===== src/rtl/riscv_pkg.sv =====
// Shared RV32I definitions: bubble encoding, base opcodes and the fetch FSM state type.
package riscv_pkg;

    localparam logic [31:0] NOP_INSTR = 32'h0000_0013;  // addi x0,x0,0

    localparam logic [6:0] OP_LOAD   = 7'h03;
    localparam logic [6:0] OP_IMM    = 7'h13;
    localparam logic [6:0] OP_AUIPC  = 7'h17;
    localparam logic [6:0] OP_STORE  = 7'h23;
    localparam logic [6:0] OP_REG    = 7'h33;
    localparam logic [6:0] OP_LUI    = 7'h37;
    localparam logic [6:0] OP_BRANCH = 7'h63;
    localparam logic [6:0] OP_JALR   = 7'h67;
    localparam logic [6:0] OP_JAL    = 7'h6f;

    typedef enum logic [1:0] {
        F_IDLE  = 2'd0,
        F_FETCH = 2'd1,
        F_HOLD  = 2'd2
    } fetch_state_t;

endpackage


===== src/rtl/if_id_reg.sv =====
// Pipeline register between two stages: flush beats stall, stall beats load,
// and an idle cycle inserts a bubble.
module if_id_reg #(
    parameter int          XLEN   = 32,
    parameter logic [31:0] BUBBLE = riscv_pkg::NOP_INSTR
) (
    input  logic            clk,
    input  logic            rst_n,
    input  logic            flush,
    input  logic            stall,
    input  logic            load,
    input  logic [31:0]     load_instr,
    input  logic [XLEN-1:0] load_pc,
    output logic [31:0]     instr,
    output logic [XLEN-1:0] pc,
    output logic [XLEN-1:0] pc_plus4,
    output logic            valid
);
    import riscv_pkg::*;

    always_ff @(posedge clk or negedge rst_n) begin
        if (!rst_n) begin
            instr    <= BUBBLE;
            pc       <= '0;
            pc_plus4 <= '0;
            valid    <= 1'b0;
        end else if (flush) begin
            instr    <= BUBBLE;
            pc       <= '0;
            pc_plus4 <= '0;
            valid    <= 1'b0;
        end else if (!stall) begin
            if (load) begin
                instr    <= load_instr;
                pc       <= load_pc;
                pc_plus4 <= load_pc + XLEN'(4);
                valid    <= 1'b1;
            end else begin
                instr    <= BUBBLE;
                pc       <= '0;
                pc_plus4 <= '0;
                valid    <= 1'b0;
            end
        end
    end

endmodule


===== src/rtl/fetch_stage.sv =====
// RV32I instruction fetch: PC, req/ack imem handshake with wait states,
// one-entry skid buffer for stalled Decode, and the Fetch-Decode register.
module fetch_stage #(
    parameter int              XLEN      = 32,
    parameter logic [XLEN-1:0] RESET_PC  = '0,
    parameter logic [31:0]     NOP_INSTR = riscv_pkg::NOP_INSTR
) (
    input  logic            iclk,
    input  logic            irst_n,
    input  logic            StallD,
    input  logic            FlushD,
    input  logic            PCSrcE,
    input  logic [XLEN-1:0] PCTargetE,
    output logic            ImemReq,
    output logic [XLEN-1:0] ImemAddr,
    input  logic            ImemAck,
    input  logic [31:0]     ImemRdata,
    output logic [31:0]     InstrD,
    output logic [XLEN-1:0] PCD,
    output logic [XLEN-1:0] PCPlus4D,
    output logic            ValidD,
    output logic [6:0]      opD,
    output logic [2:0]      funct3D,
    output logic            funct7b5D
);
    import riscv_pkg::*;

    fetch_state_t    state, state_next;
    logic [XLEN-1:0] pc_f, pc_next;
    logic [XLEN-1:0] req_addr, req_next;
    logic            discard_pending, disc_next;
    logic [31:0]     buf_instr;
    logic [XLEN-1:0] buf_pc;
    logic            buf_load;
    logic            deliver;
    logic [31:0]     deliver_instr;
    logic [XLEN-1:0] deliver_pc;
    logic [XLEN-1:0] target;
    logic [XLEN-1:0] req_plus4;

    assign target    = PCTargetE & ~XLEN'(3);
    assign req_plus4 = req_addr + XLEN'(4);   // wraps modulo 2^XLEN

    always_ff @(posedge iclk or negedge irst_n) begin
        if (!irst_n) state <= F_IDLE;
        else         state <= state_next;
    end

    always_comb begin
        state_next    = state;
        pc_next       = pc_f;
        req_next      = req_addr;
        disc_next     = discard_pending;
        buf_load      = 1'b0;
        deliver       = 1'b0;
        deliver_instr = buf_instr;
        deliver_pc    = buf_pc;
        ImemReq       = 1'b0;
        case (state)
            F_IDLE: begin
                // ImemAck is deliberately not sampled here: a response left over
                // from before reset must not be taken as ours.
                state_next = F_FETCH;
                if (PCSrcE) begin
                    pc_next  = target;
                    req_next = target;
                end
            end
            F_FETCH: begin
                ImemReq = 1'b1;
                if (PCSrcE) begin
                    pc_next = target;
                    if (ImemAck) begin
                        req_next  = target;
                        disc_next = 1'b0;
                    end else begin
                        // request stays up; its data is wrong-path and gets dropped
                        disc_next = 1'b1;
                    end
                end else if (ImemAck) begin
                    if (discard_pending) begin
                        req_next  = pc_f;
                        disc_next = 1'b0;
                    end else begin
                        pc_next  = req_plus4;
                        req_next = req_plus4;
                        if (StallD) begin
                            buf_load   = 1'b1;
                            state_next = F_HOLD;
                        end else begin
                            deliver       = 1'b1;
                            deliver_instr = ImemRdata;
                            deliver_pc    = req_addr;
                        end
                    end
                end
            end
            F_HOLD: begin
                if (PCSrcE) begin
                    pc_next    = target;
                    req_next   = target;
                    state_next = F_FETCH;
                end else if (!StallD) begin
                    deliver    = 1'b1;
                    req_next   = pc_f;
                    state_next = F_FETCH;
                end
            end
            default: state_next = F_IDLE;
        endcase
    end

    always_ff @(posedge iclk or negedge irst_n) begin
        if (!irst_n) begin
            pc_f            <= RESET_PC;
            req_addr        <= RESET_PC;
            discard_pending <= 1'b0;
            buf_instr       <= NOP_INSTR;
            buf_pc          <= '0;
        end else begin
            pc_f            <= pc_next;
            req_addr        <= req_next;
            discard_pending <= disc_next;
            if (buf_load) begin
                buf_instr <= ImemRdata;
                buf_pc    <= req_addr;
            end
        end
    end

    assign ImemAddr = req_addr;

    if_id_reg #(
        .XLEN   (XLEN),
        .BUBBLE (NOP_INSTR)
    ) u_if_id (
        .clk        (iclk),
        .rst_n      (irst_n),
        .flush      (FlushD),
        .stall      (StallD),
        .load       (deliver),
        .load_instr (deliver_instr),
        .load_pc    (deliver_pc),
        .instr      (InstrD),
        .pc         (PCD),
        .pc_plus4   (PCPlus4D),
        .valid      (ValidD)
    );

    assign opD       = InstrD[6:0];
    assign funct3D   = InstrD[14:12];
    assign funct7b5D = InstrD[30];

endmodule


===== config.mk =====
export PLATFORM = sky130hd
export DESIGN_NAME = fetch_stage
export DESIGN_NICKNAME = d
export VERILOG_FILES = /design/src/rtl/riscv_pkg.sv /design/src/rtl/if_id_reg.sv /design/src/rtl/fetch_stage.sv
export SDC_FILE = /design/constraint.sdc
export NUM_CORES = 1
export LEC_CHECK = 0
export BUFFER_PORTS_ARGS = -buffer_cell sky130_fd_sc_hd__buf_2
export CAP_MARGIN = 10
export CORE_MARGIN = 5
export CORE_UTILIZATION = 55
export DETAILED_ROUTE_END_ITERATION = 8
export GPL_ROUTABILITY_DRIVEN = 0
export HOLD_SLACK_MARGIN = 0.03
export PLACE_DENSITY = 0.86
export SETUP_SLACK_MARGIN = 0.3
export SLEW_MARGIN = 10
export SYNTH_ARGS = -nofsm -noshare
export SYNTH_HDL_FRONTEND = slang
export SYNTH_SLANG_ARGS = --single-unit

===== constraint.sdc =====
create_clock -name iclk -period 9.4 [get_ports iclk]
set_clock_uncertainty 0.2 [all_clocks]
set_input_delay 1.41 -clock iclk [delete_from_list [all_inputs] [get_ports iclk]]
set_output_delay 1.41 -clock iclk [all_outputs]
set_load 0.005 [all_outputs]

==> metrics.txt <==
period utilisation layout 49.1%; class of the worst hold path flop to flop; Power Dens Cells approximately 300 nW/um2; CTS Hold Bufs 0; Lkg Pwr 6.56 nW; Commonest cells post-synth 220 x dfrtp_1, 177 x nand2_1, 111 x o21ai_0; Crit Path Category input port to flop; DR iter-0 viols 1,523; TritonCTS clock tree done; crit path buf inv count 5; initial cell density of the core 55.6%; Seq cells post-synth ~230; crit-path max FO 65; post-route setup TNS 0 ns; CP startpoint PCSrcE; Post-CTS Setup Bufs 0; Async SR Flop Fraction 100%; Total GRT Usage 29.1%; Synth area leader dfrtp_1; Synth Flop Type dfrtp_1; Horiz. Die Dim 158 um; area delta synth->final 15.6%; root buffer cell clkbuf_16; status finished, final reports clean; Worst Max-Slew Pin Slew 1.15 ns; clock buffer depth 3; Gate Count Post-Synth 1,260; Residual DRC 0; Core Util, Final between 60% and 70%; largest net degree at the start of global routing 93; fmax between 200 and 250 MHz; FF-to-FF Start state[1]; Vias/cell ~6.4; HPWL Detailed 24,800 um; Worst EP arrival 4.82 ns; port bufs ~210; Top Family by Delay on Critical Path buffers and inverters; most frequent cell after synthesis dfrtp_1; layout cells sized above 1 between 20% and 30%; Worst VDD drop 217 uV; # resized after CTS 0; Rows 54; Setup violations, final 0; initial antenna violation count 1; clk_lat worst skew 0.52 ns; H-tree depth 1; CP startpoint kind input port; Critical Path RT roughly 9.6 ns; EDFF count, synth 0; Yosys top cell area share between 40 and 50%; Tot Pwr ~4.2 mW; final wirelength 36,700 um; Die H roughly 160 um; hold wc startpoint u_if_id.pc[26]; Max-cap violations 0; Avg Cell Area, Syn 9.60 um2; die area 25,100 um2; vias post-DR ~11k; core area between 20,000 and 25,000 um2; Syn Nets about 1.3k; Yosys cell types 68; CTS Buf Count 25; RSZ-0062 raised after global routing no; Worst path max stage delay about 0.68 ns; Ys Warns 0; CP Capture Type flop; post-synthesis sequential area ratio between 40% and 50%; vias in the first global route around 11k; CP max stage cell a21oi_1; global-route wire length before repair about 60,000 um; top cells by area, synth dfrtp_1 45%, mux2_2 7.0%, nand2_1 5.5%, mux2i_1 5.2%, o21ai_0 4.6%; routed len/inst roughly 22 um; Hold Vio Cnt, Final 0; Slew Limit Fails 0; Final nets between 1k and 1.5k; Slew Limit Headroom between 20% and 30%; clk sinks between 200 and 250; Tmin final 4.62 ns; crit path cell chain buf_2, buf_4, and4bb_2, buf_4, nand2_2, mux2i_1, inv_1, ha_1, inv_1, a21oi_1, and3b_1, xnor2_1, a22o_1; total grt overflow 0; CTS clk-pin slew, worst paths ~0.060 ns; antenna viol nets, final 0; router iterations before antenna repair 7; Ports approximately 210; post-synth design cell area 12,100 um2
[path summary, 6_finish.rpt]
kind                                       end  slack, ns  depth (start not counted)
hold / removal                  u_if_id.pc[26]       0.27                          2
hold reg to reg                 u_if_id.pc[26]       0.27                          2
max in group asynchronous        buf_instr[18]       6.78                          2
min in group asynchronous        buf_instr[22]       0.73                          1
setup / recovery           u_if_id.pc_plus4[8]       4.78                         13
setup reg to reg           u_if_id.pc_plus4[8]       5.49                         13
[report_power, final]
| group | internal (mW) | switching (mW) |
|---|---|---|
| clock network | 0.571 | 0.396 |
| registers | 1.25 | 0.341 |
| logic | 0.658 | 0.989 |
[cell families after synthesis]
logic type	count (synthesis)	synth area share [%]
compound gates	335	17.8
xor+xnor	48	3.47
fa+ha+maj	7	0.724
buf+inv	133	4.74
flops	226	46.8
mux	138	12.2
simple gates	373	14.3
[metal layers]
layer  share of wire (%)  track usage, %
met1                  38            39.9
met2                  47            46.3
met3                  12            6.28
met4                 3.2            9.91
met5                   0               0
[through the flow]
step	instances	worst slack, ns	hold WS (ns)	instance area (um2)
after floorplan	1260	5.31	0.254	12100
after global placement	1654	4.43	0.257	13200
after detailed placement	1654	4.37	0.265	13200
after CTS	1700	4.88	0.277	14000
after global routing	1700	4.57	0.296	14000
final	1701	4.78	0.269	14000
[registers in the layout, summed over array words and instances (netlist names)]
name              cells
buf_instr            32
state                 2
ImemAddr             32
discard_pending       1
pc_f                 32
u_if_id.instr        32
u_if_id.pc_plus4     32
u_if_id.valid         1
buf_pc               32
u_if_id.pc           30
[cell usage in the layout (no fill, tap or decap), types with 8 or more instances in the layout]
master / netlist / layout
and3_1: 17 / 17
mux2_2: 75 / 75
xor2_1: 16 / 16
mux2i_1: 63 / 63
a221oi_1: 8 / 8
clkbuf_16: 0 / 25
buf_2: 14 / 207
inv_1: 18 / 18
o211ai_1: 11 / 11
a22o_1: 18 / 18
o31ai_1: 9 / 9
o21ai_0: 111 / 111
nand3_1: 38 / 38
nand2b_1: 8 / 8
a222oi_1: 11 / 11
nor3_1: 15 / 15
buf_4: 13 / 20
o21ai_1: 35 / 34
a21oi_1: 43 / 43
nor2_1: 59 / 57
a22oi_1: 14 / 14
nand2_1: 177 / 175
dfrtp_1: 220 / 220
a31oi_1: 14 / 14
nand4_1: 13 / 13
o221ai_1: 8 / 8
or3_1: 12 / 12
xnor2_1: 32 / 32
[worst register-to-register path, stage by stage, from the launching register on]
cell	delay, ns
dfrtp_1	0.40
inv_1	0.13
ha_1	0.24
and4bb_2	0.24
buf_4	0.53
nand2_2	0.21
mux2i_1	0.17
inv_1	0.11
ha_1	0.20
inv_1	0.09
a21oi_1	0.68
and3b_1	0.32
xnor2_1	0.08
a22o_1	0.20
[layout make-up]
| class | count | area, um2 |
|---|---|---|
| flip-flops and latches | 226 | 5660 |
| multi-input cells | 901 | 5890 |
| fillers | 1756 | 7770 |
| well taps | 280 | 350 |
| inverters | 19 | 71.3 |
| clock buffers | 35 | 693 |
| repair buffers | 228 | 1200 |
| clock inverters | 11 | 115 |
| diodes | 1 | 2.50 |
Power figures use the tool's default switching activity.
